**config.mk**
```make
export PLATFORM = sky130hd
export DESIGN_NAME = inst_fetch_bridge_flat
export DESIGN_NICKNAME = d
export VERILOG_FILES = /design/src/rtl/inst_fetch_bridge_if.sv /design/src/rtl/inst_fetch_bridge.sv /design/src/flat_wrapper.sv
export SDC_FILE = /design/constraint.sdc
export NUM_CORES = 1
export LEC_CHECK = 0
export ABC_AREA = 0
export CORE_AREA = 2 2 172 90
export DETAILED_ROUTE_END_ITERATION = 10
export DIE_AREA = 0 0 174 92
export GPL_TIMING_DRIVEN = 0
export MAX_ROUTING_LAYER = met4
export PLACE_DENSITY = 0.75
export SKIP_LAST_GASP = 1
export SYNTH_ARGS = -nofsm -noshare
export SYNTH_HDL_FRONTEND = slang
export SYNTH_SLANG_ARGS = --single-unit
```
**constraint.sdc**
```tcl
create_clock -name clk -period 10.9 [get_ports clk]
set_clock_uncertainty 0.2 [all_clocks]
set_input_delay 2.18 -clock clk [delete_from_list [all_inputs] [get_ports clk]]
set_output_delay 2.18 -clock clk [all_outputs]
set_load 0.01 [all_outputs]
```
**src/rtl/inst_fetch_bridge_if.sv**
```systemverilog
// Bundles the CPU fetch handshake and the byte-wide memory read port of the
// instruction fetch bridge. Signal suffixes are named from the bridge's side.
interface inst_fetch_bridge_if;
  logic        rom_ce_i;
  logic [31:0] rom_addr_i;
  logic [31:0] rom_data_o;
  logic        rom_valid_o;
  logic [31:0] mem_a_o;
  logic        mem_rd_o;
  logic [7:0]  mem_din_i;

  // Bridge side: accepts CPU requests, drives the memory address and strobe
  modport master (
    input  rom_ce_i,
    input  rom_addr_i,
    input  mem_din_i,
    output rom_data_o,
    output rom_valid_o,
    output mem_a_o,
    output mem_rd_o
  );

  // Environment side: the CPU and the byte memory together
  modport slave (
    output rom_ce_i,
    output rom_addr_i,
    output mem_din_i,
    input  rom_data_o,
    input  rom_valid_o,
    input  mem_a_o,
    input  mem_rd_o
  );
endinterface

```
**src/rtl/inst_fetch_bridge.sv**
```systemverilog
// Instruction fetch bridge: turns a 32-bit word fetch from the CPU into four
// sequential byte reads from an 8-bit memory with one cycle of read latency,
// assembles the word little-endian and keeps the last completed word so a
// repeat fetch of the same word can be answered without touching memory.
module inst_fetch_bridge #(
  parameter bit HIT_EN = 1'b1
) (
  input  logic              clk,
  input  logic              rst,
  inst_fetch_bridge_if.master bus
);

  typedef enum logic [1:0] {
    IDLE  = 2'd0,
    ISSUE = 2'd1,
    DRAIN = 2'd2,
    DONE  = 2'd3
  } state_t;

  state_t      state_q, state_d;
  logic [1:0]  k_q, k_d;
  logic [31:0] base_q, base_d;
  logic [23:0] bytes_q, bytes_d;
  logic [31:0] romData_q, romData_d;
  logic        romValid_q, romValid_d;
  logic [31:0] memA_q, memA_d;
  logic        memRd_q, memRd_d;
  logic [31:0] tag_q, tag_d;
  logic        tagValid_q, tagValid_d;

  logic [31:0] reqBase;
  logic        hit;

  assign reqBase = {bus.rom_addr_i[31:2], 2'b00};
  assign hit     = HIT_EN && tagValid_q && (tag_q == reqBase);

  assign bus.rom_data_o  = romData_q;
  assign bus.rom_valid_o = romValid_q;
  assign bus.mem_a_o     = memA_q;
  assign bus.mem_rd_o    = memRd_q;

  // State register; reset parks the FSM in IDLE at once
  always_ff @(posedge clk or posedge rst) begin
    if (rst) begin
      state_q <= IDLE;
    end else begin
      state_q <= state_d;
    end
  end

  // Next-state: a dropped request aborts an in-flight fetch, a hit skips memory
  always_comb begin
    state_d = state_q;
    unique case (state_q)
      IDLE: begin
        if (bus.rom_ce_i) begin
          state_d = hit ? DONE : ISSUE;
        end
      end
      ISSUE: begin
        if (!bus.rom_ce_i) begin
          state_d = IDLE;
        end else if (k_q == 2'd3) begin
          state_d = DRAIN;
        end
      end
      DRAIN: begin
        if (!bus.rom_ce_i) begin
          state_d = IDLE;
        end else begin
          state_d = DONE;
        end
      end
      DONE: begin
        state_d = IDLE;
      end
      default: begin
        state_d = IDLE;
      end
    endcase
  end

  // Next values of every registered output and datapath register; outputs are
  // computed one cycle ahead so they appear registered in the state they belong to
  always_comb begin
    k_d        = k_q;
    base_d     = base_q;
    bytes_d    = bytes_q;
    romData_d  = romData_q;
    romValid_d = 1'b0;
    memA_d     = memA_q;
    memRd_d    = memRd_q;
    tag_d      = tag_q;
    tagValid_d = tagValid_q;

    unique case (state_q)
      IDLE: begin
        memRd_d = 1'b0;
        if (bus.rom_ce_i) begin
          base_d = reqBase;
          k_d    = 2'd0;
          if (hit) begin
            romValid_d = 1'b1;
          end else begin
            memA_d  = reqBase;
            memRd_d = 1'b1;
          end
        end
      end
      ISSUE: begin
        if (!bus.rom_ce_i) begin
          memRd_d = 1'b0;
          k_d     = 2'd0;
        end else begin
          case (k_q)
            2'd1:    bytes_d[7:0]   = bus.mem_din_i;
            2'd2:    bytes_d[15:8]  = bus.mem_din_i;
            2'd3:    bytes_d[23:16] = bus.mem_din_i;
            default: bytes_d        = bytes_q;
          endcase
          if (k_q == 2'd3) begin
            memRd_d = 1'b0;
            k_d     = 2'd0;
          end else begin
            k_d    = k_q + 2'd1;
            memA_d = base_q + 32'(k_q) + 32'd1;
          end
        end
      end
      DRAIN: begin
        memRd_d = 1'b0;
        k_d     = 2'd0;
        if (bus.rom_ce_i) begin
          romData_d  = {bus.mem_din_i, bytes_q};
          romValid_d = 1'b1;
          tag_d      = base_q;
          tagValid_d = 1'b1;
        end
      end
      DONE: begin
        memRd_d = 1'b0;
        k_d     = 2'd0;
      end
      default: begin
        memRd_d = 1'b0;
        k_d     = 2'd0;
      end
    endcase
  end

  // Datapath and output registers; reset clears partial bytes and the held word
  always_ff @(posedge clk or posedge rst) begin
    if (rst) begin
      k_q        <= 2'd0;
      base_q     <= 32'd0;
      bytes_q    <= 24'd0;
      romData_q  <= 32'd0;
      romValid_q <= 1'b0;
      memA_q     <= 32'd0;
      memRd_q    <= 1'b0;
      tag_q      <= 32'd0;
      tagValid_q <= 1'b0;
    end else begin
      k_q        <= k_d;
      base_q     <= base_d;
      bytes_q    <= bytes_d;
      romData_q  <= romData_d;
      romValid_q <= romValid_d;
      memA_q     <= memA_d;
      memRd_q    <= memRd_d;
      tag_q      <= tag_d;
      tagValid_q <= tagValid_d;
    end
  end

endmodule

```
**src/flat_wrapper.sv**
```systemverilog
// flat-port wrapper written by rule: the top's interface ports become plain ports
module inst_fetch_bridge_flat 
#(
  parameter bit HIT_EN = 1'b1
)
  (clk, rst, bus_rom_ce_i, bus_rom_addr_i, bus_mem_din_i, bus_rom_data_o, bus_rom_valid_o, bus_mem_a_o, bus_mem_rd_o);
  inst_fetch_bridge_if bus_i ();
  input  logic clk;
  input  logic rst;
  input wire logic [$bits(bus_i.rom_ce_i)-1:0] bus_rom_ce_i;
  input wire logic [$bits(bus_i.rom_addr_i)-1:0] bus_rom_addr_i;
  input wire logic [$bits(bus_i.mem_din_i)-1:0] bus_mem_din_i;
  output wire logic [$bits(bus_i.rom_data_o)-1:0] bus_rom_data_o;
  output wire logic [$bits(bus_i.rom_valid_o)-1:0] bus_rom_valid_o;
  output wire logic [$bits(bus_i.mem_a_o)-1:0] bus_mem_a_o;
  output wire logic [$bits(bus_i.mem_rd_o)-1:0] bus_mem_rd_o;
  assign bus_i.rom_ce_i = bus_rom_ce_i;
  assign bus_i.rom_addr_i = bus_rom_addr_i;
  assign bus_i.mem_din_i = bus_mem_din_i;
  assign bus_rom_data_o = bus_i.rom_data_o;
  assign bus_rom_valid_o = bus_i.rom_valid_o;
  assign bus_mem_a_o = bus_i.mem_a_o;
  assign bus_mem_rd_o = bus_i.mem_rd_o;
  inst_fetch_bridge #(.HIT_EN(HIT_EN)) u_core (.clk(clk), .rst(rst), .bus(bus_i));
endmodule
```
==> results of run 1 <==
## placed cells by master (no fill, tap or decap), drive strengths merged, types with 2 or more instances in the layout
master and instances:
dfrtp 155, mux2 143, clkdlybuf4s50 105, nand2 40, xnor2 38, clkbuf 32
o21ai 26, nand3 22, xor2 17, nor2 16, nand4 16, inv 14
buf 13, a21oi 10, nor3 6, clkinv 5, and4 4, and3 4
nand2b 3, ha 3, nor4 2, o2bb2ai 2, or3 2, and2 2
a31oi 2, clkinvlp 2
## power by group through the flow
stage | registers [mW] | logic (mW) | clock network (mW)
after detailed placement | 0.735 | 0.277 | 0
after CTS | 0.726 | 0.279 | 0.569
after global routing | 0.738 | 0.301 | 0.602
after floorplan | 0.732 | 0.147 | 0
final | 0.726 | 0.278 | 0.561
after global placement | 0.727 | 0.267 | 0
## critical path, cell delays in order
cell and delay, ps:
clkdlybuf4s50_1 480, xnor2_1 470, nand4_1 160, nor4_1 480, nand2_1 260, o31ai_4 400
buf_4 280, mux2_2 350
## cell families after synthesis
kind of cell             Yosys count  share of synthesized area (%)
flip-flops                       155                          54.57
multiplexers                     144                          22.80
AND/OR/NAND/NOR                  123                          9.259
XOR/XNOR                          55                          6.777
AO/OA/AOI/OAI                     46                          3.837
buffers and inverters             33                          2.235
adder cells (fa/ha/maj)            3                         0.5281
## layer usage
| metal | GRT usage (%) | part of all wire, % | routed length (microns) | up-vias |
|---|---|---|---|---|
| met3 | 5.929 | 5.8 | 996 | 13 |
| met4 | 5.672 | 0.94 | 161 | 0 |
| li1 | - | - | - | 2226 |
| met5 | - | 0 | 0 | - |
| met1 | 34.28 | 50 | 8610 | 2495 |
| met2 | 32.37 | 43 | 7362 | 130 |
## area by class of cell
cell class                 instances  area share, %
clock buffer                      17          4.725
buffer                            27          1.515
clock inverter                    15          1.459
tap                              204          2.835
multi-input combinational        371          34.10
inverter                           6         0.3057
timing repair buffer             106          11.98
sequential                       155          43.08
## sequential cells by signal, summed over array words and instances, names as in the netlist
signal,cells
u_core.bus.mem_a_o,32
u_core.bus.rom_data_o,32
u_core.base_q,30
u_core.tag_q,30
u_core.bytes_q,24
u_core.k_q,2
u_core.state_q,2
u_core.bus.mem_rd_o,1
u_core.bus.rom_valid_o,1
u_core.tagValid_q,1
## worst max path at each step
stage	start	to	slack, ps	cells past startpoint
after floorplan	rst	u_core.base_q[10]	4340	1
after global placement	rst	u_core.bus.mem_a_o[23]	2490	2
after detailed placement	bus_rom_addr_i[25]	u_core.bus.mem_a_o[24]	5630	8
after CTS	bus_rom_addr_i[25]	u_core.bus.mem_a_o[24]	6060	8
after global routing	bus_rom_addr_i[26]	u_core.bus.mem_a_o[19]	5810	8
final	bus_rom_addr_i[26]	u_core.bus.mem_a_o[19]	5960	8
==> run summary, run 1 <==
The power density over the cells came out at 173.8 nW/um^2. The path class of the tightest hold or removal check is reg -> reg. The endpoint identified for the worst register-to-register timing path is u_core.bus.mem_a_o[19].

In the post-synthesis netlist, the cell with the most instances is dfrtp_1. The count of buffers added on input and output ports is 105. The depth of the worst register-to-register path is 7. The run gives 5050 ps as the data arrival time at the worst-slack endpoint.

Routability-driven placement finished with a final weighted congestion of 0.8323. Ratio of final minimum period to clock period: 45.36%. Measured against its own limit, the worst slew margin works out to 54.02%. Internal power comes to 1.120 mW. The vertical die dimension works out to 92 microns. Utilization after layout: 61.11%. The root buffer cell chosen for the clock tree is clkbuf_16. The run gives 7108 sq um as the total standard cell area after synthesis.

Relative contribution of combinational cells to total power: 17.7%. The share of total power in the clock network was 35.9%; the residual DRC count was 0. dfrtp_1 takes more of the synthesized area than any other cell. The wire length per cell after detailed routing was 19.01 microns; the number of nets with antenna violations after detailed routing was 0. The run gives 430 ps as the clock latency on the worst-skew pair.

Detailed placement ended at an HPWL of 12490 microns. For the wire length of the first global-routing pass, the log shows 27640 microns. The tools report the first-pass iteration count of the detailed router as 5. The run gives 5631 ps as the post-placement worst setup slack. The worst path meets setup with 5956 ps of slack. The tools report the net count after synthesis as 605. Setup violations remaining at the end of the flow were counted as 0. From left edge to right edge, the die measures 174 microns.

Per report_power, the sequential group accounts for 46.4% of the total. Setup repair after global routing left no endpoint under its margin. The path with the worst hold slack has its endpoint at u_core.tagValid_q. The final route contains 4864 vias.

After synthesis, flip-flops and latches occupy 54.57% of the total area. The synthesized instance count came out at 559. The Yosys step of the flow raised 0 warnings. The instance count along the most critical hold path works out to 1. The floorplan has 32 rows.

The logs give 730 for the number of nets in the final layout and 9004 sq um for the final instance area. STA puts the critical path data required time at 11000 ps. For the total count of max-transition violations in the final report, the log shows 0. In this run, post-CTS hold repair placed 0 buffers. The floorplan step defined a die boundary enclosing 16010 sq um. Number of failing hold endpoints at the final stage: 0. The tools report the standby leakage power as 3.871 nW. In the synthesized netlist, the cells that appear most often are 155 x dfrtp_1, 140 x mux2_2, 40 x nand2_1, 38 x xnor2_1, 25 x o21ai_0. The start-to-end type of the worst setup path is in -> reg. The number of sinks handled by clock tree synthesis is 155, and the share of post-route cells with drive strength above 1 is 27.69%. In this run the post-CTS setup repair buffer count came out at 0.

The logs give 2 for the number of buffers on the longest clock path and 109 for the number of top-level pins. Maximum clock frequency: 202.3 MHz. Global routing used 23.35% of the available tracks. In this run the most critical hold path is launched from u_core.tagValid_q. The area of the multi-input gates is 3070 sq um. For the final routed database, the setup TNS stands at 0 ps. The run gives 1.565 mW as the total power after layout.

The flow ran to the end, and the final reports show no timing, DRC or antenna violations. At the pin with the least slew margin, the transition time is 689.7 ps. Dividing the synthesized area by the synthesized cell count gives 12.72 sq um.

Number of global-route vias before repair: 5013. The most used flip-flop cell after synthesis is dfrtp_1. The async set-reset flop share out of synthesis is 100.0%, and the count of state elements after synthesis is 155. Detailed-route wire length: 17130 microns. In this run, post-CTS repair resized a total of 0 instances. The number of violations reported at the end of detailed-routing iteration 0 came out at 327.

For this configuration, the core starts out at a cell density of 48.24%. The H-tree was split into 4 levels. From synthesis to final layout, the design area changed by 26.67%. Clock-pin slew was measured on the worst setup and hold paths at 60 ps. For this run the aggregate overflow at the end of global routing stands at 0.

TritonCTS built the clock tree. The worst reg2reg path startpoint was u_core.tag_q[26]. The number of clock buffers added by TritonCTS is 17. Hold is met by 286.2 ps. The tools report the area occupied by registers as 3879 sq um. After synthesis, the largest area contributor takes up 54.57% of total cell area.

Across all register-to-register paths, the minimum setup slack is 7820 ps. Once layout is complete, the cells apart from fillers number 901. Subtracting the final worst setup slack from the clock period gives 4944 ps.

The run gives 0 as the number of antenna violations at the first check in global routing. Counting the fill cells in the layout gives 1182. The repair_antennas step left the layout with diodes totalling 0. In this run the worst path has a maximum fanout of 10. The tool flagged a number of max-cap violations equal to 0. The worst setup path is launched from a primary input. The logs give 14730 sq um for the core area and 0.4449 mW for the reported net switching power.

The switching part of the total was 28.43%; the maximum number of pins on one net before global-route repair was 106. By area the synthesized netlist is led by dfrtp_1 55%, mux2_2 22%, xnor2_1 4.7%. In this run, placement finished with an instance count of 869.

STA classifies the critical path endpoint as a flip-flop. Yosys mapped the design onto 44 distinct sky130hd cell types. Counting flops with a built-in enable in the synthesized netlist gives 0.

Once placement finished, the instance area stood at 8447 sq um. In the routed layout, each cell is associated on average with a via count of 5.398. Across the VDD grid, the largest voltage drop is 0.1214 mV.
(Power assumes the default switching activity.)
==> run 2, diff against run 1 <==
- clock period: 10.9 -> 4.74 ns (I/O delays scaled with it)
==> run summary, run 2 (synthesis results as in run 1) <==
The run gives 0.8423 as the placer's final routability congestion estimate. In the layout the commonest cells are 155 x dfrtp_1, 140 x mux2_2, 105 x clkdlybuf4s50_1. After clock tree synthesis, the clock-pin slew on the worst setup and hold paths is 70 ps.

The first detailed-routing pass took 4 iterations. In the final layout, flip-flops and latches occupy 3879 sq um. Dividing total power by cell area gives a power density of 407.0 nW/um^2. The flow ran to the end, and the final reports show no timing, DRC or antenna violations.

For this design, the CTS-stage hold fixing added 0 buffers. The tools report the level count of the clock H-tree as 4. Estimated wirelength of the detail-placed design: 12690 microns.

The number of global-route vias before repair came out at 5053. TritonCTS created 17 clock buffers. Global routing used 23.44% of the available tracks.

The number of antenna diodes was 0. The required time of the critical path was 4850 ps; the standby leakage power was 3.910 nW. Start-to-end type of the worst setup path: in -> reg.

For this block, the initial DRC count from the detailed router was 321. Hold is met by 291.8 ps. Clock tree synthesis found a total of 155 sinks. The total number of vias is 4885. Data arrives at the worst endpoint at 3830 ps.

The number of nets in the final layout was 733. Measured along the y axis, the die boundary spans 92 microns. Measured on the finished design, the core utilization comes to 61.78%.

The synthesis-to-finish area growth is 28.06%. Depth of the worst register-to-register path: 7. For the wire length of the first global-routing pass, the log shows 27790 microns. TritonCTS built the clock tree. The run gives 0.2510 mV as the peak supply drop. The maximum number of pins on one net before global-route repair was 37. The final critical path takes up 78.52% of the cycle. For flop-to-flop paths, the worst setup slack is 1620 ps. At the pin with the least slew margin, the transition time is 774.0 ps. For this run, design rule violations remaining after detail routing come to 0. The class of the worst hold path was reg -> reg. The tools report the worst reg2reg path startpoint as u_core.tag_q[26]. The tools report the relative slew slack as 48.29%. In this run the post-CTS setup repair buffer count came out at 0.

For the total count of max-transition violations in the final report, the log shows 0. After detailed routing, the average wire length per cell comes to 18.92 microns. Share of post-route cells with drive strength above 1: 28.00%. The detailed-route wire length came out at 17110 microns. On the critical path, the stage with the largest delay is an instance of nor4_1.

109 I/O pins were placed. The run gives 0 as the total congestion overflow. STA classifies the critical path endpoint as a flip-flop. The die covers 16010 sq um.

In this run the worst path has a maximum fanout of 10. Input and output buffers added on the ports amount to 105. The setup TNS after final layout is 0 ps. The number of buffers on the longest clock path is 2. The tools report the endpoint of the worst-slack reg-to-reg timing path as u_core.bus.mem_a_o[26]. Reported max-cap violation count: 0. The floorplan row count was 32; the total setup violations reported at the end of the flow was 0.

Once detail routing completed, the nets flagged for antenna violations numbered 0. Tracing the worst setup path back leads to its startpoint at bus_rom_addr_i[26]. The endpoint of the worst setup timing path is u_core.bus.mem_a_o[26]. In this design, the stage delay of the slowest critical-path cell is 480 ps. Clock latency on the worst-skew pair, taken at its later pin, is 420 ps. Once the floorplan was initialized, standard cells occupied 48.24% of the core. After detailed placement, the total cell area comes to 8498 sq um. Maximum clock frequency: 268.7 MHz. Counting the fill cells in the layout gives 1167. The library cell used most frequently in the layout, excluding fill and tap cells, is dfrtp_1. The finished cells cover 9102 sq um.

The multi-input combinational cells in the finished layout cover a total of 3070 sq um. Subtracting the final worst setup slack from the clock period gives 3722 ps. Traced cell by cell, the critical path runs through clkdlybuf4s50_1 -> xnor2_1 -> nand4_1 -> nor4_1 -> nand2_1 -> o31ai_4 -> buf_4 -> mux2_2. The horizontal extent of the die works out to 174 microns. After floorplanning, the core was sized to cover 14730 sq um.

The number of antenna violations at the first check in global routing is 0, and the number of failing hold endpoints at the final stage is 0. In the routed layout, each cell is associated on average with a via count of 5.404. The category of the worst setup path launch point is a primary input.

The tools report the count of cells resized by post-cts repair as 0. Setup repair after global routing left no endpoint under its margin. The tree is rooted in a clkbuf_16.
run 2: changes by cell type in the layout (fill, tap and decap cells not counted):
| cell | previous run | this run |
|---|---|---|
| buf_12 | 0 | 4 |
| bufinv_16 | 0 | 2 |
| clkinv_2 | 2 | 0 |
| buf_16 | 1 | 0 |
| clkinv_4 | 3 | 4 |
| clkinvlp_4 | 2 | 3 |
| inv_6 | 5 | 4 |
| inv_8 | 4 | 3 |
run 2: worst max-delay path: cells and delay by family:
family / cells / cell delay (ps)
XOR/XNOR: 1 / 450
AND/OR/NAND/NOR: 3 / 900
multiplexers: 1 / 350
buffers and inverters: 2 / 760
AO/OA/AOI/OAI: 1 / 420
run 2: per-layer routing:
layer / wire, microns / vias up / GRT usage [%]
met4: 114 / 0 / 5.322
met5: 0 / - / -
met3: 1120 / 12 / 5.887
met1: 8484 / 2505 / 34.22
li1: - / 2226 / -
met2: 7387 / 142 / 33.00
run 2: final cells by class:
type | count | share of cell area, %
sequential | 155 | 42.61
multi-input combinational | 371 | 33.73
clock buffer | 17 | 4.674
tap | 204 | 2.804
inverter | 6 | 0.2887
buffer | 27 | 1.498
timing repair buffer | 109 | 12.43
clock inverter | 15 | 1.966
run 2: how the worst min path moves through the flow:
stage                 startpoint                end  slack (ps)  depth (start not counted)
5_1_grt        u_core.tagValid_q  u_core.tagValid_q         310                          1
2_1_floorplan  u_core.tagValid_q  u_core.tagValid_q         230                          1
3_3_place_gp   u_core.tagValid_q  u_core.tagValid_q         250                          1
6_report       u_core.tagValid_q  u_core.tagValid_q         290                          1
4_1_cts        u_core.tagValid_q  u_core.tagValid_q         300                          1
3_5_place_dp   u_core.tagValid_q  u_core.tagValid_q         280                          1
run 2: power breakdown:
| part | switching, mW | total [mW] | internal, mW |
|---|---|---|---|
| Sequential | 0.150 | 1.67 | 1.52 |
| Combinational | 0.272 | 0.641 | 0.369 |
| Clock | 0.597 | 1.39 | 0.796 |
| Total | 1.02 | 3.70 | 2.69 |
run 2: through the flow:
step	std cells	total power, mW	worst slack (ps)
finish	904	3.705	1018
floorplan	559	2.023	1633
detailed placement	872	2.333	688.4
global placement	868	2.288	450.2
global route	904	3.866	1005
CTS	904	3.730	1091
==> run 3, diff against run 2 <==
- clock period: 4.74 -> 3.6 ns (I/O delays scaled with it)
==> results of run 3 <==
Same layout as run 2 (identical final DEF). Status: complete, no violations.
Main changes from that run: setup slack after placement 688.4 ps -> -223.6 ps; setup slack after layout 1018 ps -> 106.4 ps; register-to-register setup slack 1620 ps -> 480 ps; total power 3.705 mW -> 4.878 mW; worst IR drop on VDD 0.2510 mV -> 0.3305 mV
